--- src/rtl/control_unit.sv ---
// Main control decoder: registers datapath steering controls decoded from instruction[6:0].
// Optional OP-IMM (0010011) decode is enabled by defining CONTROL_ITYPE_EN.
module control_unit (
  input  logic        clk,
  input  logic        rst,
  input  logic [31:0] instruction,
  input  logic        in_valid,
  input  logic        hold,
  output logic        branch,
  output logic        mem_read,
  output logic        mem_reg,
  output logic        mem_write,
  output logic        alu_src,
  output logic        reg_write,
  output logic [1:0]  ALU_op,
  output logic        out_valid,
  output logic        illegal
);

  localparam int unsigned OPC_W   = 7;
  localparam int unsigned ALUOP_W = 2;

  localparam logic [OPC_W-1:0] OPC_RTYPE  = 7'b0110011;
  localparam logic [OPC_W-1:0] OPC_LOAD   = 7'b0000011;
  localparam logic [OPC_W-1:0] OPC_STORE  = 7'b0100011;
  localparam logic [OPC_W-1:0] OPC_BRANCH = 7'b1100011;
`ifdef CONTROL_ITYPE_EN
  localparam logic [OPC_W-1:0] OPC_OPIMM  = 7'b0010011;
`endif

  localparam logic [ALUOP_W-1:0] ALU_ADD   = 2'b00;
  localparam logic [ALUOP_W-1:0] ALU_SUB   = 2'b01;
  localparam logic [ALUOP_W-1:0] ALU_RFUNC = 2'b10;
`ifdef CONTROL_ITYPE_EN
  localparam logic [ALUOP_W-1:0] ALU_IFUNC = 2'b11;
`endif

  typedef struct packed {
    logic               branch;
    logic               mem_read;
    logic               mem_reg;
    logic               mem_write;
    logic               alu_src;
    logic               reg_write;
    logic [ALUOP_W-1:0] alu_op;
    logic               illegal;
  } ctrl_t;

  logic [OPC_W-1:0] w_opcode;
  logic             w_unused_upper;
  ctrl_t            w_dec;
  ctrl_t            r_ctrl;
  logic             r_valid;

  assign w_opcode       = instruction[OPC_W-1:0];
  // funct3/funct7 and operand fields never influence the control decode
  assign w_unused_upper = ^instruction[31:OPC_W];

  // Opcode decode table; unlisted fields stay 0 so no control is ever X
  always_comb begin
    w_dec = '0;
    case (w_opcode)
      OPC_RTYPE: begin
        w_dec.reg_write = 1'b1;
        w_dec.alu_op    = ALU_RFUNC;
      end
      OPC_LOAD: begin
        w_dec.mem_read  = 1'b1;
        w_dec.mem_reg   = 1'b1;
        w_dec.alu_src   = 1'b1;
        w_dec.reg_write = 1'b1;
        w_dec.alu_op    = ALU_ADD;
      end
      OPC_STORE: begin
        w_dec.mem_write = 1'b1;
        w_dec.alu_src   = 1'b1;
        w_dec.alu_op    = ALU_ADD;
      end
      OPC_BRANCH: begin
        w_dec.branch    = 1'b1;
        w_dec.alu_op    = ALU_SUB;
      end
`ifdef CONTROL_ITYPE_EN
      OPC_OPIMM: begin
        w_dec.alu_src   = 1'b1;
        w_dec.reg_write = 1'b1;
        w_dec.alu_op    = ALU_IFUNC;
      end
`endif
      default: begin
        w_dec.illegal   = 1'b1;
      end
    endcase
  end

  // Pipeline register: reset beats hold, hold freezes, bubble clears
  always_ff @(posedge clk) begin
    if (rst) begin
      r_ctrl  <= '0;
      r_valid <= 1'b0;
    end else if (!hold) begin
      r_ctrl  <= in_valid ? w_dec : '0;
      r_valid <= in_valid;
    end
  end

  assign branch    = r_ctrl.branch;
  assign mem_read  = r_ctrl.mem_read;
  assign mem_reg   = r_ctrl.mem_reg;
  assign mem_write = r_ctrl.mem_write;
  assign alu_src   = r_ctrl.alu_src;
  assign reg_write = r_ctrl.reg_write;
  assign ALU_op    = r_ctrl.alu_op;
  assign out_valid = r_valid;
  assign illegal   = r_ctrl.illegal;

endmodule

--- config.mk ---
export PLATFORM = sky130hd
export DESIGN_NAME = control_unit
export DESIGN_NICKNAME = d
export VERILOG_FILES = /design/src/rtl/control_unit.sv
export SDC_FILE = /design/constraint.sdc
export NUM_CORES = 1
export LEC_CHECK = 0
export ABC_AREA = 1
export CORE_MARGIN = 2
export CORE_UTILIZATION = 25
export CTS_BUF_LIST = sky130_fd_sc_hd__clkbuf_8
export DETAILED_ROUTE_END_ITERATION = 7
export PLACE_DENSITY = 0.88
export SYNTH_ARGS = -nofsm -noshare
export SYNTH_HDL_FRONTEND = slang
export SYNTH_SLANG_ARGS = --single-unit
--- constraint.sdc ---
create_clock -name clk -period 0.8 [get_ports clk]
set_input_delay 0.16 -clock clk [delete_from_list [all_inputs] [get_ports clk]]
set_output_delay 0.16 -clock clk [all_outputs]
set_load 0.02 [all_outputs]
# Word-level counts from Yosys, hierarchy flattened
# Cells that the tools add are included.
[classes] eq_ne=4 muxes=8 n_reduce_logical=3
[ops] operator="equality test 7 x 6 -> 1 bit (second input constant)" n=2
[ops] operator="2-to-1 mux 9 bit" n=1
[ops] operator="equality test 7 x 2 -> 1 bit (second input constant)" n=1
[ops] operator="equality test 7 bit (second input constant)" n=1
[ops] operator="2-to-1 mux 1 bit" n=5
[ops] operator="one-hot mux 2 bit (2 select lines)" n=1
[ops] operator="OR reduction 2 bit" n=2
[ops] operator="OR reduction 4 bit" n=1
[ops] operator="2-to-1 mux 2 bit" n=1
[totals] out_inout_bits=10 register_bits=10 word_cells=24

# Longest topological paths before layout
# Gate-level depths: netlist of the first run.
[depth] ltp_word=4 ltp_mapped=6

# Worst setup path before layout of the first run
# No wires, ideal clock.
[synth_timing] path_kind="register to output" start="register, netlist name mem_read" end="output port mem_reg" stages_incl_launch_ff=2 t_arrival_ns=0.616 required_ns=0.640 setup_slack_ns=0.024 cell_sequence="dfxtp_1 > buf_4"
[synth_rtl] item="end, declared" line="11" text="output logic mem_reg,"

# Worst setup path after layout of the first run
[layout_timing] start="register r_ctrl (netlist bit mem_read)" end="output port mem_read"
[layout_rtl] item="start, declared" line="52" text="ctrl_t r_ctrl;"
[layout_rtl] item="start signal, assigned" line="102" text="r_ctrl <= in_valid ? w_dec : '0;"
[layout_rtl] item="end, declared" line="10" text="output logic mem_read,"
# No word-level cell between the ends.

==> results of run 1 <==
==> layout by cell type (no fill, tap or decap), types with 2 or more instances in the layout <==
cell | synthesis | final
nand2_1 | 14 | 13
buf_6 | 0 | 11
buf_4 | 1 | 10
dfxtp_2 | 0 | 9
a21oi_1 | 9 | 7
inv_2 | 3 | 5
clkbuf_2 | 0 | 5
nand3_1 | 4 | 3
inv_1 | 5 | 3
nor2_1 | 4 | 3
clkbuf_8 | 0 | 3
dlygate4sd2_1 | 0 | 3
nand2_2 | 2 | 2
nor2_4 | 0 | 2
nand4_1 | 2 | 2
nand3b_1 | 2 | 2
a21oi_2 | 0 | 2
==> metrics by stage <==
stage | util [%] | cells | hold slack [ns]
final | 51.0 | 108 | 0.280
after global routing | 51.0 | 108 | 0.301
after CTS | 49.4 | 105 | 0.373
after detailed placement | 42.9 | 98 | 0.458
after global placement | 42.9 | 98 | 0.453
after floorplan | - | 60 | 0.330
==> power groups by stage <==
stage	Combinational [mW]	Clock, mW	Sequential [mW]
2_1_floorplan	0.0586	0	0.475
3_3_place_gp	0.158	0	0.467
5_1_grt	0.197	0.556	0.462
6_report	0.180	0.509	0.462
4_1_cts	0.169	0.520	0.462
3_5_place_dp	0.163	0	0.468
==> sequential cells by signal, summed over array words and instances (netlist names) <==
signal,cells
alu_src,1
out_valid,1
ALU_op,2
mem_write,1
branch,1
illegal,1
reg_write,1
mem_read,1
==> path summary, 6_finish.rpt <==
path / start / endpoint / slack (ns)
worst max-delay path: mem_read / mem_read / -0.06
worst min-delay path: instruction[6] / alu_src / 0.28
worst max register to register: illegal / illegal / 0.02
worst min register to register: reg_write / reg_write / 0.47
==> metal layers <==
metal	wire length (µm)	part of all wire (%)	global-route usage [%]
met5	0	0	0
met1	470	40	13.9
met3	59	5.0	6.35
met2	648	55	23.1
met4	9	0.76	5.29
==> final cells by class <==
class | count | area (µm²) | area share (%)
clock buffers | 3 | 41.3 | 5.19
inverters | 8 | 30.0 | 3.77
clock inverters | 1 | 5.00 | 0.629
multi-input cells | 40 | 234 | 29.4
flip-flops and latches | 9 | 191 | 24.1
well taps | 16 | 20.0 | 2.52
repair buffers | 31 | 274 | 34.4
==> cells by family after synthesis <==
group	count (synthesis)	share of synthesized area, %
DFF	9	42.1
AOI/OAI and AO/OA	9	10.5
and+or+nand+nor	31	36.5
buffers and inverters	11	10.8
==> what timing repair did <==
| action | in CTS | in global routing |
|---|---|---|
| endpoints found under the setup margin | 19 | 19 |
| setup buffers | 3 | 3 |
| gates resized for setup | 86 | 16 |
| pin swaps | 7 | 8 |
==> results.cfg, run 1 <==
[die]
initial_utilization_pct = 27.4
coreArea_um2 = 1560
fp.dieW_um = 45.4
rows = 14
die-area_um2 = 2060
io_pins = 46
die_height_um = 45.4

[setup_path]
cp_cell_sequence = buf_6
worstSetupPathType = reg -> out
max_stage_delay_ns = 0.35
crit_family = flip-flops
reg2reg_depth = 4
end_kind = primary output
path_max_fanout = 3
worstPathArrival_ns = 0.70
critPathLaunchType = register
cp_data_required_time_ns = 0.64
crit_cells = 1
critPathBufInv = 1
slowest_stage = dfxtp_2

[power]
seqPwrFrac_pct = 40.2
p_leak_nw = 0.376
p_int_mw = 0.883
p_comb_share_pct = 15.6
peakVddDrop_uv = 863
switching_share_pct = 23.3
clkPwrFrac_pct = 44.2
powerDensity_nw_per_um2 = 1450
p_sw_mw = 0.268
total_power_mw = 1.15

[synthesis]
yosysWarnings = 0
synth.most_common_cell = nand2_1
postSynthCellCount = 60
synth.distinct_cells = 15
ys_top_cells_by_count = nand2_1, a21oi_1, dfxtp_1
yosys.area.top_type = dfxtp_1
ys_seq_area_share_pct = 42.1
async_flop_share_pct = 0
synth_area_um2 = 428
synth-edff-count = 0
synth_top_flop_cell = dfxtp_1
ys_ff_latch = 9
syn_avg_cell_area_um2 = 7.13
yosys-top-cells-area = dfxtp_1, nand2_1, a21oi_1
synth_fp_nets = 96
synth_top_area_share_pct = 42.1

[clocking]
cts_buffers = 3
cts_hold_buffers = 0
clk_pin_slew_ns = 0.05
worstSkewPairLatency_ns = 0.22
ctsHtreeMaxLevel = 1
cts.sink_count = 9
cts_root_buf = clkbuf_8
clockBufferDepth = 2
cts_tree = yes

[final_layout]
drive_gt1_share_pct = 59.8
area_growth_pct = 86.0
nNetsFinal = 129
fillers = 156
antenna_cells = 0
stdcell_area_um2 = 796

[place]
place_ws_ns = -0.494
routabilityCongestion = 0.763
io_buffers = 20
place_area_um2 = 669
dp_hpwl_um = 821

[run_status]
status = finished, violations left
violations = negative setup slack

[timing]
finalSetupTns_ns = -0.370
worstMarginPinSlew_ns = 0.373
period_needed_ns = 0.857
finClkSkew_ns = 0
max_slew_margin_pct = 75.1
worst_slack_ns = -0.0572
final-setup-viol-count = 10
hold_violations = 0
final_max_slew_viol_count = 0
rsz0062_at_grt = yes
fin_crit_sh_pct = 107
fmax_ghz = 1.17

[hold_path]
hold_path_depth = 4
hp-class = in -> reg

[global_routing]
grt_max_degree = 10
grt_usage_pct = 13.4
grt_pass1_vias = 489
antenna_found_initial = 0
grt_pass1_wl_um = 1900
grt_overflow_total = 0

[detailed_routing]
firstDrtPassIters = 1
num_vias = 489
viasPerCell = 4.53
detail_route.wl_per_cell_um = 11.0
wirelength_um = 1190
drc = 0
drtIter0Drc = 0
ant_nets = 0

[job]
maxCapViolCount = 0
(Power assumes the default switching activity.)
==> inputs of run 2 (changes only) <==
CAP_MARGIN = 10   (was unset)
CTS_CLUSTER_DIAMETER = 40   (was unset)
SLEW_MARGIN = 10   (was unset)
==> results of run 2 <==
No change in the layout: final DEF, timing and power equal those of run 1.
==> inputs of run 3 (changes only) <==
CORE_MARGIN = 4   (was 2)
==> results.cfg, run 3 (synthesized netlist as in run 1, its figures left out) <==
[final_layout]
antenna_cells = 0
drive_gt1_share_pct = 60.9
stdcell_area_um2 = 766
layout_common_cells = nand2_1, buf_6, dfxtp_2, a21oi_1, clkbuf_2
fin_util_pct = 49.1
final_common_cell = nand2_1
area_growth_pct = 78.9
largest_reg_flops = 2
nNetsFinal = 124

[place]
place_area_um2 = 662
dp_hpwl_um = 818
io_buffers = 20
routabilityCongestion = 0.662

[power]
p_int_mw = 0.859
p_sw_mw = 0.259
switching_share_pct = 23.2
p_leak_nw = 0.350
p_comb_share_pct = 14.6
seqPwrFrac_pct = 41.0
total_power_mw = 1.12
clkPwrFrac_pct = 44.4
peakVddDrop_uv = 836
powerDensity_nw_per_um2 = 1460

[run_status]
violations = negative setup slack
status = finished, violations left

[clocking]
cts_tree = yes
ctsHtreeMaxLevel = 1
clk_pin_slew_ns = 0.04
cts_buffers = 3
cts.sink_count = 9
worstSkewPairLatency_ns = 0.22
cts_root_buf = clkbuf_8
clockBufferDepth = 2
cts_hold_buffers = 0

[setup_path]
cp_cell_sequence = buf_6
critPathLaunchType = register
slowest_stage = dfxtp_4
path_max_fanout = 3
end_kind = primary output
critPathBufInv = 1
max_stage_delay_ns = 0.34
cp_data_required_time_ns = 0.64
crit_family = flip-flops
worstSetupPathType = reg -> out
worstPathArrival_ns = 0.69

[global_routing]
grt_pass1_wl_um = 1990
grt_max_degree = 11
grt_overflow_total = 0
grt_usage_pct = 10.7
antenna_found_initial = 0
grt_pass1_vias = 499

[timing]
period_needed_ns = 0.854
max_slew_margin_pct = 73.9
fmax_ghz = 1.17
final_max_slew_viol_count = 0
rsz0062_at_grt = yes
finalSetupTns_ns = -0.322
worst_slack_ns = -0.0541
whs_ns = 0.307
hold_violations = 0
finClkSkew_ns = 0
worstMarginPinSlew_ns = 0.391
fin_crit_sh_pct = 107
final-setup-viol-count = 10

[die]
initial_utilization_pct = 27.4
io_pins = 46
die_height_um = 49.4
fp.dieW_um = 49.4
coreArea_um2 = 1560
rows = 14
die-area_um2 = 2440

[detailed_routing]
detail_route.wl_per_cell_um = 11.7
drtIter0Drc = 3
viasPerCell = 4.68
num_vias = 482
wirelength_um = 1200
firstDrtPassIters = 2
ant_nets = 0
drc = 0

[hold_path]
hp-class = in -> reg

[job]
maxCapViolCount = 0
-- run 3: area by class of cell --
type	count	area [µm²]
fill	156	793
inverter	8	30.0
clock buffer	3	41.3
sequential	9	194
clock inverter	1	3.75
multi-input combinational	40	248
timing repair buffer	26	229
tap	16	20.0
-- run 3: per-stage QoR --
stage / std cells / setup WS (ns)
finish: 103 / -0.0541
global route: 103 / -0.0810
CTS: 102 / -0.0640
detailed placement: 97 / -0.504
global placement: 97 / -0.470
floorplan: 60 / 0.0236
-- run 3: worst register-to-register path: cells and delay by family, from the launching register on --
| kind | cells | cell delay [ns] |
|---|---|---|
| buffers and inverters | 1 | 0.12 |
| AOI/OAI and AO/OA | 1 | 0.05 |
| DFF | 1 | 0.34 |
| and+or+nand+nor | 1 | 0.05 |
-- run 3: timing repair --
item / CTS / global route
pin swaps: 7 / 12
setup endpoints to repair: 19 / 19
buffers inserted: 1 / 1
resized for setup: 89 / 23
endpoints found under the hold margin: 0 / 0
-- run 3: layer usage --
metal / GRT usage [%] / vias up / part of all wire (%)
met2: 18.5 / 12 / 56
met1: 10.2 / 223 / 37
li1: - / 243 / -
met4: 5.07 / 0 / 1.9
met5: 0 / - / 0
met3: 5.81 / 4 / 4.8
-- run 3: worst paths after layout --
kind,cells past startpoint,slack [ns],startpoint,to
hold / removal,4,0.31,instruction[6],reg_write
setup / recovery,1,-0.05,mem_read,mem_read
setup reg to reg,3,0.10,mem_read,mem_read
hold reg to reg,2,0.47,mem_write,mem_write
-- run 3: power by group through the flow --
stage,Sequential [mW],Combinational (mW),Clock [mW]
finish,0.458,0.163,0.496
detailed placement,0.467,0.155,0
global placement,0.467,0.152,0
CTS,0.461,0.160,0.513
floorplan,0.475,0.0586,0
global route,0.458,0.181,0.540
==> RTL edit 1, RTL diff (flow settings as in run 3) <==
Set the localparam `OPC_W` to 14 (it was 7).
--- a/src/rtl/control_unit.sv
+++ b/src/rtl/control_unit.sv
@@ -17,7 +17,7 @@
   output logic        illegal
 );
 
-  localparam int unsigned OPC_W   = 7;
+  localparam int unsigned OPC_W   = 14;
   localparam int unsigned ALUOP_W = 2;
 
   localparam logic [OPC_W-1:0] OPC_RTYPE  = 7'b0110011;
Formal check against the unedited RTL: not equivalent (Yosys sat finds a counterexample within 4 cycles, from zero or initial values and one cycle with rst high).
==> RTL edit 1 against run 3 <==
The flow still finishes with violations (setup timing); sequential cell count stayed put; clock skew stayed put; synthesized cell count is 17% higher; power is 3.8% higher; largest power group unchanged; area after synthesis is 15% higher; global-route usage is 1.1 points higher; setup slack hardly changed; non-clock buffer count is 10 higher; highest routed layer unchanged; count of clock-buffer cells in the layout stayed put; final area is 25% higher; routed wire length is 12% higher.
==> RTL edit 1: results (changes against run 3) <==
Power
  – Switching Fraction: 22.8% (-0.35 points)
  – Leakage power: 0.436 nW (+25%)
  – Max IR drop VDD: 1130 uV (+35%)

Worst setup path
  – Critical Path Max Stage Delay: 350 ps
  – Crit Path Max Fanout: 3 (unchanged)
  – Slowest cell on crit path: dfxtp_2
  – Top Family by Delay on Critical Path: flip-flops
  – Critical Path AT: 690 ps (about the same)

Clocking
  – Hold_buf cts: 0 (unchanged)
  – H-tree depth: 1 (unchanged)
  – Clock slew at reported path FFs: 40 ps (about the same)
  – Worst skew pair latency: 220 ps (about the same)
  – Num CTS Buffers: 3 (unchanged)
  – Root Driver: clkbuf_8
  – CTS max path bufs: 2 (unchanged)

Placed design
  – Post-DP Area: 842 um^2 (+27%)
  – # port buffers: 27 (+35%)
  – HPWL Detailed: 1.08 mm (+32%)
  – GPL Wtd Cong: 0.721 (+8.9%)
  – Dpl ws: -560 ps (-55.9 ps)

GRT
  – Vias in the first global route: 608 (+22%)
  – Wire length of the first global-routing pass: 2.35 mm (+18%)
  – Initial antenna violation count: 0 (unchanged)
  – GR Util All Layers: 11.7% (+1.1 points)
  – Largest net degree at the start of global routing: 10 (-1)

Cells and area
  – Nets: 144 (+16%)
  – Antenna diodes: 0 (unchanged)
  – Max reg flops: 2 (unchanged)
  – Fraction of layout cells with a size suffix above 1: 71.0% (+10 points)
  – Post-Layout Cell Count: 132 (+28%)

Synth
  – Register area share after synthesis: 36.5% (-5.6 points)
  – Cell count after synthesis: 70 (+17%)
  – Post-synth top cells: nand2_1, inv_1, dfxtp_1
  – Post-synth top flop: dfxtp_1
  – Synth unique cells: 17 (+2)
  – Yosys warns: 0 (unchanged)
  – Synth area leaders: dfxtp_1, nand2_1, inv_1
  – FFs w/ async S/R, synth: 0% (unchanged)
  – Syn Nets: 106 (+10%)

Routing
  – Remaining antenna violation count: 0 (unchanged)
  – DRT Pass-1 Iters: 2 (unchanged)
  – Vias per cell: 4.22 (-9.8%)
  – Initial DRC count: 3 (unchanged)
  – DRC viols: 0 (unchanged)
  – DRT Wirelength: 1.35 mm (+12%)

STA
  – Fin worst setup slack: -53.6 ps (+0.495 ps)
  – Fin Setup TNS: -313 ps (+9.51 ps)
  – Final setup violation count: 10 (unchanged)
  – Slew @ Worst Pin: 156 ps (-234 ps)
  – Clock skew: 0 ps (unchanged)

Run status
  – Violated checks: setup timing
  – Status: complete, but fails checks

Worst hold path
  – Hold crit path type: primary input to register
[RTL edit 1: cell count changes after synthesis, moves of 2 or more]
cell      change
nand3b_1      -2
nand2_1       +5
inv_2         -3
nor2_1        +4
nand3_2       +3
inv_1         +5
nand2_2       -2
a21oi_1       -2
[RTL edit 1: repair_timing]
item	4_1_cts	5_1_grt
setup buffers	2	0
pin swaps	18	19
setup endpoints to repair	19	18
resized for setup	127	31
[RTL edit 1: worst paths after layout]
kind                  startpoint        end  slack, ps  depth (start not counted)
setup / recovery        mem_read    mem_reg        -50                          1
hold / removal    instruction[4]   mem_read        250                          4
setup reg to reg          branch     branch         30                          4
hold reg to reg        out_valid  out_valid        460                          2
[RTL edit 1: cell families (layout without fill, tap and decap cells)]
kind of cell,Yosys count,after routing,share of synthesized area (%)
AO/OA/AOI/OAI,9,9,9.39
buffers and inverters,13,50,12.2
flip-flops,9,9,36.5
AND/OR/NAND/NOR,39,39,41.9
[RTL edit 1: routing by layer]
metal / up-vias / part of all wire, % / GRT usage, %
li1: 289 / - / -
met1: 256 / 38 / 12.2
met2: 10 / 56 / 20.9
met3: 2 / 5.2 / 5.13
met4: 0 / 1.0 / 3.83
met5: - / 0 / 0
[RTL edit 1: power groups by stage]
stage                     sequential, mW  clock, mW  combinational [mW]
after detailed placement           0.466          0               0.206
final                              0.460      0.489               0.211
after global routing               0.460      0.558               0.228
after floorplan                    0.473          0              0.0706
after global placement             0.466          0               0.200
after CTS                          0.460      0.508               0.185
[RTL edit 1: final cells by class]
class                      instances  area (um^2)
inverter                          10         37.5
clock buffer                       3         41.3
fill                             175          847
clock inverter                     1         3.75
sequential                         9          191
tap                               25         31.3
multi-input combinational         48          335
timing repair buffer              36          314
==> RTL edit 2, RTL diff (config.mk and constraints of run 3) <==
Without the edit above. Make the reset (`rst`) asynchronous in one clocked block.
--- a/src/rtl/control_unit.sv
+++ b/src/rtl/control_unit.sv
@@ -94,7 +94,7 @@
   end
 
   // Pipeline register: reset beats hold, hold freezes, bubble clears
-  always_ff @(posedge clk) begin
+  always_ff @(posedge clk or posedge rst) begin
     if (rst) begin
       r_ctrl  <= '0;
       r_valid <= 1'b0;
Formal check against the unedited RTL: differs if rst is asserted again (counterexample within 4 cycles, from zero or initial values and one cycle with rst high); with rst held inactive, the same outputs for 10 cycles.
==> RTL edit 2 against run 3 <==
The flow still finishes with violations (setup timing); first-iteration DRC count up 67%; final area grew 8.7%; area after synthesis rose by 11%; critical path depth is the same; routed wire length shrank 12%; sequential share of layout area up 1.7 points; setup slack lost 65 ps; power is 3.4% higher; largest cell class is now non-clock buffers; sequential cell count is the same.
==> RTL edit 2: results (changes against run 3) <==
GRT
  – Wire length of the first global-routing pass: 1.58 mm (-20%)
  – GR Util All Layers: 8.28% (-2.4 points)
  – Vias in the first global route: 378 (-24%)

Run status
  – Violated checks: setup timing
  – Status: complete, but fails checks

Power
  – Max IR drop VDD: 645 uV (-23%)
  – Leakage power: 0.506 nW (+45%)

Synth
  – FFs w/ async S/R, synth: 100% (+100 points)
  – Cell count after synthesis: 56 (-6.7%)
  – Synth area leaders: dfrtp_1, nand2_1, nand3_2
  – Synth unique cells: 14 (-1)
  – Register area share after synthesis: 47.2% (+5.1 points)

Worst setup path
  – Slowest cell on crit path: dfrtp_1
  – Critical Path Max Stage Delay: 370 ps (+30 ps)

Routing
  – DR WL met3: 127 um (+120%)
  – DRT Wirelength: 1.06 mm (-12%)
  – Vias: 462 (-4.1%)
  – Initial DRC count: 5 (+2)
  – DRT Pass-1 Iters: 4 (+2)
  – DRT met1 WL: 399 um (-9.9%)

STA
  – Final setup violation count: 11 (+1)
  – Slew headroom: 77.6% (+3.7 points)
  – Fin Setup TNS: -1090 ps (-773 ps)
  – Fin worst setup slack: -119 ps (-64.7 ps)

Worst hold path
  – Hold crit path type: primary input to asynchronous set/reset pin

Placed design
  – Placed insts: 105 (+8.2%)
  – GPL Wtd Cong: 0.735 (+11%)
  – Dpl ws: -424 ps (+80.8 ps)
==> RTL edit 2: final timing paths <==
check,from,to,depth (start not counted)
min in group clk,in_valid,out_valid,3
setup / recovery,mem_read,mem_read,1
setup reg to reg,ALU_op[0],ALU_op[0],4
hold / removal,rst,ALU_op[0],2
hold reg to reg,reg_write,reg_write,2
max in group asynchronous,rst,alu_src,2
==> RTL edit 2: metal layers <==
| layer | vias up | track usage [%] |
|---|---|---|
| met1 | 203 | 10.1 |
| met4 | 0 | 3.93 |
| li1 | 234 | - |
| met5 | - | 0 |
| met2 | 23 | 12.1 |
| met3 | 2 | 4.01 |
==> RTL edit 2: power by group through the flow <==
| stage | sequential (mW) | combinational (mW) | clock, mW |
|---|---|---|---|
| finish | 0.479 | 0.186 | 0.491 |
| global route | 0.479 | 0.202 | 0.533 |
| CTS | 0.479 | 0.174 | 0.507 |
| detailed placement | 0.483 | 0.183 | 0 |
| global placement | 0.483 | 0.179 | 0 |
| floorplan | 0.498 | 0.0743 | 0 |
==> RTL edit 2: cell type report <==
class                           instances  area [um^2]
Clock buffer                            3         41.3
Clock inverter                          1         3.75
Fill cell                             185          932
Inverter                                8         35.0
Multi-Input combinational cell         37          208
Sequential cell                         9          225
Tap cell                               25         31.3
Timing Repair Buffer                   31          288
==> RTL edit 2: kinds of logic (layout without fill, tap and decap cells) <==
group	after synthesis	in the layout	synth area share (%)
buf+inv	10	43	11.3
flops	9	9	47.2
simple gates	37	37	41.5
==> RTL edit 2: repair_timing <==
item,CTS,global route
cloned,0,0
gates resized for setup,68,2
pin swaps,6,1
endpoints found under the setup margin,19,11
buffers inserted,1,4
==> RTL edit 2: worst register-to-register path: stages, from the launching register on <==
cell	delay, ps
dfrtp_1	380
buf_4	140
buf_6	100
nand2_2	50
nand2_1	40
